$ cat config.mk
export PLATFORM = sky130hd
export DESIGN_NAME = entropy_stage_ctrl
export DESIGN_NICKNAME = d
export VERILOG_FILES = /design/src/rtl/entropy_ctrl_pkg.sv /design/src/rtl/entropy_ctrl_stats.sv /design/src/rtl/entropy_stage_ctrl.sv
export SDC_FILE = /design/constraint.sdc
export NUM_CORES = 1
export LEC_CHECK = 0
export ABC_AREA = 1
export CAP_MARGIN = 15
export CORE_MARGIN = 5
export CORE_UTILIZATION = 53
export DETAILED_ROUTE_END_ITERATION = 8
export PLACE_DENSITY = 0.95
export SYNTH_ARGS = -nofsm -noshare
export SYNTH_HDL_FRONTEND = slang
export SYNTH_HIERARCHICAL = 1
export SYNTH_SLANG_ARGS = --single-unit
$ cat constraint.sdc
create_clock -name clk -period 5.23 [get_ports clk]
set_input_delay 1.046 -clock clk [delete_from_list [all_inputs] [get_ports clk]]
set_output_delay 1.046 -clock clk [all_outputs]
set_load 0.02 [all_outputs]
$ cat src/rtl/entropy_ctrl_pkg.sv
// Shared types and constants for the entropy encoder stage-1/2/3 sequencing controller.
package entropy_ctrl_pkg;

    localparam int unsigned DefRangeWidth = 16;
    localparam int unsigned DefDSize      = 5;
    localparam int unsigned DefCntWidth   = 32;

    localparam logic [15:0] RANGE_INIT = 16'h8000;

    typedef enum logic [1:0] {
        StRun,
        StDrain,
        StFlush
    } ctrl_state_e;

endpackage

$ cat src/rtl/entropy_ctrl_stats.sv
// Per-frame symbol/bit counters and the sticky range-error flag.
module entropy_ctrl_stats
    import entropy_ctrl_pkg::*;
#(
    parameter int unsigned D_SIZE    = DefDSize,
    parameter int unsigned CNT_WIDTH = DefCntWidth
) (
    input  logic                 clk,
    input  logic                 reset,
    input  logic                 adv,
    input  logic                 clear,
    input  logic [D_SIZE-1:0]    d_in,
    input  logic                 range_msb,
    output logic [CNT_WIDTH-1:0] sym_count,
    output logic [CNT_WIDTH-1:0] bit_count,
    output logic                 range_err
);

    logic [CNT_WIDTH-1:0] sym_q, sym_d;
    logic [CNT_WIDTH-1:0] bit_q, bit_d;
    logic                 err_q, err_d;

    always_comb begin
        sym_d = sym_q;
        bit_d = bit_q;
        err_d = err_q;
        if (clear) begin
            sym_d = '0;
            bit_d = '0;
        end else if (adv) begin
            sym_d = sym_q + CNT_WIDTH'(1);
            bit_d = bit_q + CNT_WIDTH'(d_in);
        end
        // A renormalized range must keep its MSB set; the flag survives frame flushes.
        if (adv && !range_msb) begin
            err_d = 1'b1;
        end
    end

    always_ff @(posedge clk) begin
        if (reset) begin
            sym_q <= '0;
            bit_q <= '0;
            err_q <= 1'b0;
        end else begin
            sym_q <= sym_d;
            bit_q <= bit_d;
            err_q <= err_d;
        end
    end

    assign sym_count = sym_q;
    assign bit_count = bit_q;
    assign range_err = err_q;

endmodule

$ cat src/rtl/entropy_stage_ctrl.sv
// Pipeline valid/handshake sequencing, fed-back range register and end-of-frame
// drain/flush FSM for the stage-1 -> stage-2 -> stage-3 entropy datapath.
module entropy_stage_ctrl
    import entropy_ctrl_pkg::*;
#(
    parameter int unsigned RANGE_WIDTH = DefRangeWidth,
    parameter int unsigned D_SIZE      = DefDSize,
    parameter int unsigned CNT_WIDTH   = DefCntWidth
) (
    input  logic                   clk,
    input  logic                   reset,
    input  logic                   in_valid,
    input  logic                   in_last,
    output logic                   in_ready,
    output logic                   p1_en,
    output logic                   p2_en,
    output logic [RANGE_WIDTH-1:0] range_q,
    input  logic [RANGE_WIDTH-1:0] range_next,
    input  logic [D_SIZE-1:0]      d_in,
    output logic                   out_valid,
    input  logic                   out_ready,
    output logic                   flush_req,
    input  logic                   flush_ack,
    output logic                   busy,
    output logic [CNT_WIDTH-1:0]   sym_count,
    output logic [CNT_WIDTH-1:0]   bit_count,
    output logic                   range_err
);

    // Half-scale range: MSB set, remaining bits clear.
    localparam logic [RANGE_WIDTH-1:0] RangeReset =
        (RANGE_WIDTH == 16) ? RANGE_WIDTH'(RANGE_INIT) : {1'b1, {(RANGE_WIDTH-1){1'b0}}};

    ctrl_state_e            state_q, state_d;
    logic                   p1_valid_q, p1_valid_d;
    logic                   p2_valid_q, p2_valid_d;
    logic [RANGE_WIDTH-1:0] range_d;
    logic                   adv;
    logic                   flush_done;

    assign adv        = p1_valid_q & (~p2_valid_q | out_ready);
    assign flush_done = (state_q == StFlush) & flush_ack;

    always_comb begin
        state_d   = state_q;
        in_ready  = 1'b0;
        flush_req = 1'b0;
        unique case (state_q)
            StRun: begin
                in_ready = ~p1_valid_q | adv;
            end
            StDrain: begin
                if (!p1_valid_q && !p2_valid_q) begin
                    state_d = StFlush;
                end
            end
            StFlush: begin
                flush_req = 1'b1;
                if (flush_ack) begin
                    state_d = StRun;
                end
            end
            default: state_d = StRun;
        endcase
        p1_en = in_valid & in_ready;
        if (p1_en && in_last) begin
            state_d = StDrain;
        end
    end

    always_comb begin
        p1_valid_d = p1_en | (p1_valid_q & ~adv);
        p2_valid_d = adv | (p2_valid_q & ~out_ready);
        range_d    = range_q;
        if (flush_done) begin
            range_d = RangeReset;
        end else if (adv) begin
            range_d = range_next;
        end
    end

    always_ff @(posedge clk) begin
        if (reset) begin
            state_q    <= StRun;
            p1_valid_q <= 1'b0;
            p2_valid_q <= 1'b0;
            range_q    <= RangeReset;
        end else begin
            state_q    <= state_d;
            p1_valid_q <= p1_valid_d;
            p2_valid_q <= p2_valid_d;
            range_q    <= range_d;
        end
    end

    assign p2_en     = adv;
    assign out_valid = p2_valid_q;
    assign busy      = (state_q != StRun) | p1_valid_q | p2_valid_q;

    entropy_ctrl_stats #(
        .D_SIZE   (D_SIZE),
        .CNT_WIDTH(CNT_WIDTH)
    ) u_stats (
        .clk      (clk),
        .reset    (reset),
        .adv      (adv),
        .clear    (flush_done),
        .d_in     (d_in),
        .range_msb(range_next[RANGE_WIDTH-1]),
        .sym_count(sym_count),
        .bit_count(bit_count),
        .range_err(range_err)
    );

endmodule

---- Word-level counts from Yosys, hierarchy flattened ----
Cells that the tools add are included.
storage, ports and cells
  flip-flop bits (word level) ............. 85
  input bits .............................. 27
  output and inout bits ................... 87
cells by class
  add/sub/neg operators ................... 2
  equal/unequal tests ..................... 7
  multiplexer cells ....................... 6
  bitwise gates (word level) .............. 16
  reductions and logical operators ........ 12
operators with widths
  operator               number
  $add 32x1->32 const B  1
  $add 32x5->32          1
  $ne 2x2->1 const B     3
  $or 1x1->1             6
  $pmux 2 s3             1
  $reduce_and 3->1       2
  $and 1x1->1            5
  $not 1->1              5
  $mux 2                 2
  $reduce_or 2->1        2
  $logic_and 1x1->1      3
  $logic_not 1->1        3
  $mux 1                 3
  $ne 3x2->1 const B     1
  $ne 3x3->1 const B     1
  $eq 2x1->1 const B     1
  $eq 2x2->1 const B     1
  $logic_not 2->1        1
  $reduce_bool 2->1      1

---- Logic depth before layout (Yosys ltp) ----
  word-level depth ........................ 9
  depth in mapped cells ................... 15
  gate-level depth less buffers ........... 13

---- Hierarchy ----
The synthesis kept the hierarchy.
modules (own cells, without submodules)
  module              instances  cells an instance  area each (sq um)  sequential area each (sq um)
  entropy_ctrl_stats  1          581                3,669.8            1,301.2
  entropy_stage_ctrl  1          102                835.8              400.4

---- Worst setup path before layout ----
Ideal clock, no wire load.
  path type ............................... input-to-output
  start ................................... input port out_ready
  end ..................................... output port p1_en
  arrival ................................. 1,530 ps
  path slack .............................. 2,654 ps
  stages .................................. 4
  path buffers ............................ 0
  cells stage by stage .................... inv_1 > nand3_1 > nand2_1 > nor2_1
between the ends
  word-level cells in the longest chain between the ends .. 5
RTL lines
  element             line                      RTL
  start: declaration  entropy_stage_ctrl.sv:21  input logic out_ready,
  $or 1x1->1          entropy_stage_ctrl.sv:41  assign adv = p1_valid_q & (~p2_valid_q | out_ready);
  $and 1x1->1         entropy_stage_ctrl.sv:41
  $or 1x1->1          entropy_stage_ctrl.sv:50  in_ready = ~p1_valid_q | adv;
  $mux 1              entropy_stage_ctrl.sv:48  unique case (state_q)
  $and 1x1->1         entropy_stage_ctrl.sv:65  p1_en = in_valid & in_ready;
  end: declaration    entropy_stage_ctrl.sv:15  output logic p1_en,
Every way passes these cells.

---- Final worst setup path ----
  start ................................... input port out_ready
  end ..................................... output port p2_en
between the ends
  word-level cells in the longest chain between the ends .. 2
RTL lines
  element           line                      RTL
  $or 1x1->1        entropy_stage_ctrl.sv:41
  $and 1x1->1       entropy_stage_ctrl.sv:41
  end: declaration  entropy_stage_ctrl.sv:16  output logic p2_en,
Every way passes these cells.

==> results_dict.tcl <==
set metrics [dict create \
    slew_violations 0 \
    start_util_pct 54.56 \
    io_buffers 113 \
    slowest_delay_ps 680 \
    cts.sinks 85 \
    antenna_cells 0 \
    grt_max_degree 46 \
    finalCriticalPeriod_ps 3817 \
    timing.critical_path.buf_inv 4 \
    drt-initial-drc-count 314 \
    cts_resized 0 \
    via_per_inst 5.446 \
    syn_area_per_cell_um2 6.597 \
    finalSetupViolations 0 \
    leakage_nw 2.105 \
    final_cells 904 \
    critPathMaxFanout 45 \
    yosys_register_bits 85 \
    critPathLaunchType "input pin" \
    fin_crit_sh_pct 72.98 \
    rows 33 \
    hold_viol 0 \
    nNetsFinal 828 \
    clk_latency_ps 360 \
    max_cap_viol_count 0 \
    synth_cells 683 \
    core_mm2 0.008258 \
    netlist_area_mm2 0.004506 \
    layout-drive-gt1-share_pct 6.758 \
    fin_setup_tns_ps 0 \
    num_vias 4923 \
    synth-async-reset-ratio_pct 0 \
    antenna_found_initial 0 \
    route.detailed.drc 0 \
    cts_tree "built" \
    worst_slew_pin_slew_ps 857.6 \
    cts_root_buf "clkbuf_8" \
    track_usage_pct 24.69 \
    grt_pass1_vias 4725 \
    grt_pass1_wl_mm 20.89 \
    cpMaxStageDelayCell "clkdlybuf4s50_1" \
    crit_path_end_kind "output pin" \
    ys_top_cells_by_area "dfxtp_1 (38%), nand2_1 (16%), nor2_1 (10%)" \
    crit_top_cell "clkdlybuf4s50_1" \
    critPathTopFamily "buffers and inverters" \
    synth_most_common_cell "nand2_1" \
    holdCritPathClass "reg -> reg" \
    dieHeight_um 102.2 \
    dieArea_mm2 0.01044 \
    rsz0062_at_grt "false" \
    ys_seq_area_share_pct 37.77 \
    outcome "finished clean" \
    slew_headroom_pct 42.47 \
    dp.cells 888 \
    n_fill_cell 631 \
    setup.worst_path.class "in -> out" \
    ios 114 \
    cts_buffer_depth 2 \
    die_w_um 102.2 \
    max_freq_mhz 262.0 \
    synth_warnings 6 \
    hpwl_mm 9.353 \
    clock-skew-final_ps 11.77 \
    cts_buffers 9 \
    arrival_ps 2770 \
    final_util_pct 71.12 \
    synthTopCellsByCount "nand2_1 (190), nor2_1 (121), dfxtp_1 (85)" \
    area_growth_pct 30.35 \
    clk_pin_slew_ps 100 \
    overflow 0 \
    finalPower_w 0.001282 \
    peakVddDrop_v 0.0001697 \
    synth_top_cell_by_area "dfxtp_1" \
    synth_ff_type "dfxtp_1" \
    wl_per_cell_um 14.13 \
    power.density_mw_per_mm2 218.2 \
    routed_wl_mm 12.78 \
    syn_nets 717 \
    path_cells "clkdlybuf4s50_1 > inv_1 > nand2_2 > nand2_4 > inv_6 > clkdlybuf4s50_1" \
    first_pass_iters 5 \
    ant_nets 0 \
    synth_top_area_share_pct 37.77 \
    h-tree-depth 3 \
    synth_edf_count 0 \
    ys_types 37 \
    cts_setup_buffers 0 \
    critPathRequiredTime_ps 4180 \
    gp_congestion 0.9051 \
    cts_hold_buffers 0 \
]
[cell families (layout without fill, tap and decap cells)]
logic type / Yosys count / count (layout) / share of synthesized area (%)
xor+xnor: 10 / 10 / 1.944
flops: 85 / 85 / 37.77
simple gates: 404 / 404 / 38.66
compound gates: 82 / 82 / 10.61
fa+ha+maj: 7 / 7 / 2.110
buf+inv: 95 / 211 / 8.914
[final cells by class]
| type | instances | area (um^2) | area share, % |
|---|---|---|---|
| multi-input cells | 503 | 2405 | 40.95 |
| flip-flops and latches | 85 | 1702 | 28.97 |
| repair buffers | 114 | 1139 | 19.39 |
| inverters | 81 | 309.0 | 5.262 |
| well taps | 105 | 131.4 | 2.237 |
| clock buffers | 9 | 123.9 | 2.109 |
| clock inverters | 7 | 63.81 | 1.086 |
[placed cells by master (no fill, tap or decap), types with 9 or more instances in the layout]
cell and instances:
nand2_1 190, dfxtp_1 85, nand4_1 20, nor2_1 120, o21ai_0 11, a21oi_1 42, nand3_1 42, clkbuf_8 9
inv_1 73, clkdlybuf4s50_1 113, o21ai_1 10, a21oi_2 10
[stage by stage]
stage	worst slack (ps)	area (um^2)	hold slack (ps)
finish	1413	5873	478.0
global route	1316	5873	502.9
CTS	1412	5873	478.7
detailed placement	1411	5685	464.0
global placement	1448	5685	455.2
floorplan	2654	4506	492.3
[tightest hold or removal path: cells and delay by family (launching register included)]
kind            cells  cell delay [ps]
simple gates        1               60
flops               1              320
compound gates      1               60
[flip-flops by register name (all words and copies together) (netlist names)]
signal / flops
u_stats/bit_count: 32
u_stats/sym_count: 32
range_q: 16
state_q: 2
out_valid: 1
p1_valid_q: 1
u_stats/range_err: 1
[where the power goes]
part | leakage (nW) | internal [W] | total, W | switching [W]
combinational | 1.32 | 0.0000675 | 0.000158 | 0.0000908
sequential | 0.688 | 0.000660 | 0.000671 | 0.0000107
clock | 0.0971 | 0.000185 | 0.000453 | 0.000268
total | 2.10 | 0.000912 | 0.00128 | 0.000370
[final timing paths]
kind                            from                                 to  slack (ps)  depth (start not counted)
max                        out_ready                              p2_en        1410                          6
min          range_q[5]$_SDFFE_PP0P_            range_q[5]$_SDFFE_PP0P_         480                          2
min reg2reg  range_q[5]$_SDFFE_PP0P_            range_q[5]$_SDFFE_PP0P_         480                          2
max reg2reg  state_q[0]$_SDFFE_PP0P_  u_stats/sym_count[3]$_SDFFE_PP0P_        2740                          8
[routing by layer]
layer / global-route usage [%] / vias up / part of all wire, %
met5: 0 / - / 0
met4: 11.20 / 0 / 2.6
met3: 3.891 / 38 / 8.5
met2: 42.98 / 247 / 49
met1: 29.93 / 2238 / 40
li1: - / 2400 / -
Power figures use the tool's default switching activity.
